===== src/rtl/cache_pkg.sv =====
// Shared types and constants for the data-cache
// memory side (line buffer, burst beats, adapter FSM).
package cache_pkg;

  localparam int LINE_W      = 256;
  localparam int BEAT_W      = 64;
  localparam int BEATS       = LINE_W / BEAT_W;
  localparam int OFFSET_BITS = 5;

  typedef logic [LINE_W-1:0] line_t;
  typedef logic [BEAT_W-1:0] beat_t;

  typedef enum logic [2:0] {
    IDLE    = 3'd0,
    RD_CMD  = 3'd1,
    RD_DATA = 3'd2,
    WR_DATA = 3'd3,
    RESP    = 3'd4
  } adapter_state_t;

endpackage


===== src/rtl/cacheline_adapter.sv =====
// Line-to-burst adapter: turns one 256-bit cache line
// request into a 4-beat 64-bit burst and back.
module cacheline_adapter
  import cache_pkg::*;
(
  input  logic              clk,
  input  logic              rst,
  input  logic [31:0]       dfp_addr,
  input  logic              dfp_read,
  input  logic              dfp_write,
  input  logic [LINE_W-1:0] dfp_wdata,
  output logic [LINE_W-1:0] dfp_rdata,
  output logic              dfp_resp,
  output logic [31:0]       bmem_addr,
  output logic              bmem_read,
  output logic              bmem_write,
  output logic [BEAT_W-1:0] bmem_wdata,
  input  logic              bmem_ready,
  input  logic [31:0]       bmem_raddr,
  input  logic [BEAT_W-1:0] bmem_rdata,
  input  logic              bmem_rvalid
);

  adapter_state_t state_q, state_d;
  logic [1:0]     cnt_q;
  line_t          line_q;
  line_t          rdata_q;
  logic [31:0]    addr_q;
  logic [31:0]    line_addr;
  logic           beat_ok;
  logic           unused_offset;

  assign line_addr = {dfp_addr[31:OFFSET_BITS],
                      {OFFSET_BITS{1'b0}}};
  assign unused_offset = ^dfp_addr[OFFSET_BITS-1:0];
  assign beat_ok = bmem_rvalid &&
                   (bmem_raddr == addr_q);

  // Next state and Moore outputs; strobes depend on state only.
  always_comb begin
    state_d    = state_q;
    bmem_read  = 1'b0;
    bmem_write = 1'b0;
    bmem_addr  = '0;
    bmem_wdata = '0;
    dfp_resp   = 1'b0;
    dfp_rdata  = rdata_q;
    unique case (state_q)
      IDLE: begin
        if (dfp_write)
          state_d = WR_DATA;
        else if (dfp_read)
          state_d = RD_CMD;
      end
      RD_CMD: begin
        bmem_read = 1'b1;
        bmem_addr = addr_q;
        if (bmem_ready)
          state_d = RD_DATA;
      end
      RD_DATA: begin
        if (beat_ok && cnt_q == 2'd3)
          state_d = RESP;
      end
      WR_DATA: begin
        bmem_write = 1'b1;
        bmem_addr  = addr_q;
        bmem_wdata = line_q[{cnt_q, 6'b0} +: BEAT_W];
        if (bmem_ready && cnt_q == 2'd3)
          state_d = RESP;
      end
      RESP: begin
        dfp_resp  = 1'b1;
        dfp_rdata = line_q;
        state_d   = IDLE;
      end
      default: state_d = IDLE;
    endcase
  end

  // State, address latch, beat counter and line buffer.
  always_ff @(posedge clk) begin
    if (rst) begin
      state_q <= IDLE;
      cnt_q   <= '0;
      line_q  <= '0;
      rdata_q <= '0;
      addr_q  <= '0;
    end else begin
      state_q <= state_d;
      unique case (state_q)
        IDLE: begin
          if (dfp_write) begin
            addr_q <= line_addr;
            line_q <= dfp_wdata;
            cnt_q  <= '0;
          end else if (dfp_read) begin
            addr_q <= line_addr;
            cnt_q  <= '0;
          end
        end
        RD_DATA: begin
          if (beat_ok) begin
            line_q[{cnt_q, 6'b0} +: BEAT_W] <= bmem_rdata;
            cnt_q <= cnt_q + 2'd1;
          end
        end
        WR_DATA: begin
          if (bmem_ready)
            cnt_q <= cnt_q + 2'd1;
        end
        RESP: rdata_q <= line_q;
        default: ;
      endcase
    end
  end

endmodule


===== config.mk =====
export PLATFORM = sky130hd
export DESIGN_NAME = cacheline_adapter
export DESIGN_NICKNAME = d
export VERILOG_FILES = /design/src/rtl/cache_pkg.sv /design/src/rtl/cacheline_adapter.sv
export SDC_FILE = /design/constraint.sdc
export NUM_CORES = 1
export LEC_CHECK = 0
export CAP_MARGIN = 20
export CORE_AREA = 2 2 290 292
export DETAILED_ROUTE_END_ITERATION = 7
export DIE_AREA = 0 0 292 294
export GPL_TIMING_DRIVEN = 0
export PLACE_DENSITY_LB_ADDON = 0.15
export SLEW_MARGIN = 20
export SYNTH_ARGS = -nofsm -noshare
export SYNTH_HDL_FRONTEND = slang
export SYNTH_SLANG_ARGS = --single-unit

===== constraint.sdc =====
create_clock -name clk -period 2.7 [get_ports clk]
set_clock_uncertainty 0.1 [all_clocks]
set_input_delay 0.54 -clock clk [delete_from_list [all_inputs] [get_ports clk]]
set_output_delay 0.54 -clock clk [all_outputs]
set_load 0.01 [all_outputs]

==> flow_metrics.env <==
export IMPL_status="finished, violations left"
export IMPL_violations="negative setup slack"
export IMPL_p_leak_nw=16.5
export IMPL_synthFlopType="dfxtp_1"
export IMPL_syn_area_per_cell_um2=11.0
export IMPL_wl_um=132000
export IMPL_comb_power_share_pct=38.2
export IMPL_first_pass_iters=5
export IMPL_avgViaCountPerCell=5.46
export IMPL_core_area_um2=82900
export IMPL_grt_max_degree=16
export IMPL_startpoint_type="flop"
export IMPL_fp_dieH_um=294
export IMPL_regArea_um2=10900
export IMPL_io_pins=745
export IMPL_yosys_area_top_type="dfxtp_1"
export IMPL_pwr_share_seq_pct=34.3
export IMPL_rrSetupSlack_ns=0
export IMPL_yosys_area_top_type_share_pct=40.5
export IMPL_max_slew_margin_pct=32.1
export IMPL_synth_cell_types=55
export IMPL_path_clk_slew_ns=0.06
export IMPL_synth_common_cells="dfxtp_1, and2_1, nor3_1"
export IMPL_end_kind="output pin"
export IMPL_worst_pin_slew_ns=1.02
export IMPL_ys_top_cells_by_area="dfxtp_1, a211oi_2, mux2_2, and2_1, a22oi_1"
export IMPL_synthCells=2445
export IMPL_rows=106
export IMPL_synth_warnings=0
export IMPL_setup_violations=320
export IMPL_numCtsBuffers=60
export IMPL_die_w_um=292
export IMPL_ctsRootBufferMaster="clkbuf_16"
export IMPL_arrival_ns=2.44
export IMPL_start_util_pct=32.5
export IMPL_r2r_start="cnt_q[1]"
export IMPL_drcViolationCount=0
export IMPL_overflow=0
export IMPL_internal_power_w=0.0201
export IMPL_drive_gt1_share_pct=39.0
export IMPL_ys_ff_latch=544
export IMPL_max_freq_ghz=0.324
export IMPL_fill_cells=7606
export IMPL_clock_sinks=544
export IMPL_netlist_area_um2=26900
export IMPL_postLayoutCellArea_um2=40700
export IMPL_post_route_min_period_ns=3.08
export IMPL_tritoncts="yes"
export IMPL_hold_viol=0
export IMPL_synth_most_common_cell="dfxtp_1"
export IMPL_die_area_um2=85800
export IMPL_cp_max_fo=10
export IMPL_p_sw_w=0.0113
export IMPL_place_area_um2=35600
export IMPL_worstSkewPairLatency_ns=0.64
export IMPL_io_buffers=734
export IMPL_synth_enable_flop_cells=0
export IMPL_cts_hold_buf=0
export IMPL_grt_pass1_wl_um=182000
export IMPL_vias=24700
export IMPL_htreeDepth=2
export IMPL_slew_violations=0
export IMPL_r2r_end="line_q[7]"
export IMPL_wire_per_inst_um=29.2
export IMPL_final_util_pct=49.2
export IMPL_cp_required_ns=2.06
export IMPL_p_sw_share_pct=35.8
export IMPL_hpwl_um=99300
export IMPL_area_growth_pct=51.5
export IMPL_vdd_ir_drop_worst_mv=0.487
export IMPL_finish_net_count=3790
export IMPL_hold_class="input pin to flop"
export IMPL_r2r_cells=10
export IMPL_ant_nets=0
export IMPL_crit_type="flop to output pin"
export IMPL_hold_path_startpoint="dfp_addr[25]"
export IMPL_rsz0062_at_grt="true"
export IMPL_maxCapViolCount=0
export IMPL_synthArstFlopShare_pct=0
export IMPL_synth_seq_area_share_pct=40.5
export IMPL_power_density_nw_per_um2=771
export IMPL_multi_input_area_um2=14800
export IMPL_power_frac_clock_pct=27.5
export IMPL_min_period_over_period_pct=114
export IMPL_drt_iter0_markers=1465
export IMPL_grt_pass1_vias=25200
export IMPL_setup_slack_ns=-0.383
export IMPL_grt_use_total_pct=29.1
export IMPL_clock_path_buffers=3
export IMPL_holdPathStages=3
export IMPL_hold_path_end="addr_q[25]"
export IMPL_antenna_found_initial=8
export IMPL_gp_congestion=0.923
==> through the flow <==
stage               total power [W]  setup slack [ns]  TNS [ns]  hold slack [ns]  cells
detailed placement           0.0214             -1.66   -710.45            0.372   4263
floorplan                    0.0172            0.0629         0            0.344   2449
global route                 0.0326            -0.446   -106.22            0.343   4522
CTS                          0.0307            -0.521   -234.45            0.323   4455
finish                       0.0314            -0.383    -84.24            0.354   4525
global placement             0.0211             -1.77   -912.54            0.363   4263
==> worst max-delay path, stage by stage, from the launching register on <==
cell and delay [ns]:
dfxtp_2 0.33, buf_6 0.10, and3_4 0.26, buf_12 0.14, buf_12 0.13, buf_8 0.17, mux2_2 0.39, dlygate4sd2_1 0.30
==> repair_timing <==
item | 4_1_cts | 5_1_grt
setup buffers | 76 | 79
pin swaps | 4 | 26
setup endpoints to repair | 835 | 628
hold endpoints to repair | 0 | 0
cloned | 10 | 9
gates resized for setup | 1158 | 732
==> layout make-up <==
| cell class | count | area share, % |
|---|---|---|
| multi-input combinational | 1632 | 36.4 |
| sequential | 544 | 26.8 |
| timing repair buffer | 900 | 22.2 |
| buffer | 250 | 6.21 |
| clock buffer | 89 | 4.43 |
| tap | 1080 | 3.32 |
| clock inverter | 20 | 0.611 |
| inverter | 7 | 0.0829 |
| antenna | 3 | 0.0184 |
==> how the worst max path moves through the flow <==
stage               start              to  depth (start not counted)
6_report       state_q[2]  dfp_rdata[248]                          7
3_5_place_dp   state_q[2]  dfp_rdata[110]                          7
5_1_grt        state_q[2]  dfp_rdata[248]                          7
3_3_place_gp     cnt_q[1]      line_q[56]                          9
4_1_cts          cnt_q[0]  bmem_wdata[57]                          8
2_1_floorplan    cnt_q[0]  bmem_wdata[14]                          5
==> logic make-up after synthesis <==
logic type / count (synthesis) / share of synthesized area (%)
buffers and inverters: 273 / 7.51
AND/OR/NAND/NOR: 730 / 15.4
adder cells (fa/ha/maj): 5 / 0.233
XOR/XNOR: 19 / 0.619
multiplexers: 320 / 16.1
other: 1 / 0.0139
flip-flops: 544 / 40.5
AO/OA/AOI/OAI: 553 / 19.6
==> sequential cells by signal, indices dropped and copies added, names as in the netlist <==
| signal | count |
|---|---|
| cnt_q | 2 |
| rdata_q | 256 |
| line_q | 256 |
| addr_q | 27 |
| state_q | 3 |
==> power groups by stage <==
stage | Sequential [W] | Clock (W) | Combinational, W
final | 0.0108 | 0.00864 | 0.0120
after detailed placement | 0.0108 | 0 | 0.0105
after global routing | 0.0109 | 0.00906 | 0.0127
after CTS | 0.0107 | 0.00877 | 0.0112
after global placement | 0.0108 | 0 | 0.0103
after floorplan | 0.0102 | 0 | 0.00700
==> placed cells by master, fill, tap and decap left out, types with 38 or more instances in the layout <==
cell               n
nand2_1           57
clkbuf_2         110
and2_4            50
mux4_2            64
a22oi_1          256
buf_6            178
clkbuf_1          89
nor3_1           261
buf_12            86
and2_1           295
clkbuf_16         77
a211oi_2         240
dfxtp_1          539
mux2_4           158
buf_2             38
mux2_2            98
clkdlybuf4s50_1  384
buf_4            100
==> layer usage <==
| layer | global-route usage [%] | routed length, um | part of all wire (%) | vias to the layer above |
|---|---|---|---|---|
| li1 | - | - | - | 11000 |
| met4 | 11.1 | 5530 | 4.2 | 10 |
| met5 | 0 | 60 | 0.045 | - |
| met1 | 34.5 | 52300 | 40 | 12400 |
| met3 | 5.44 | 8280 | 6.3 | 248 |
| met2 | 52.0 | 65900 | 50 | 1051 |
Note: power is estimated with default switching activity, not from simulation.
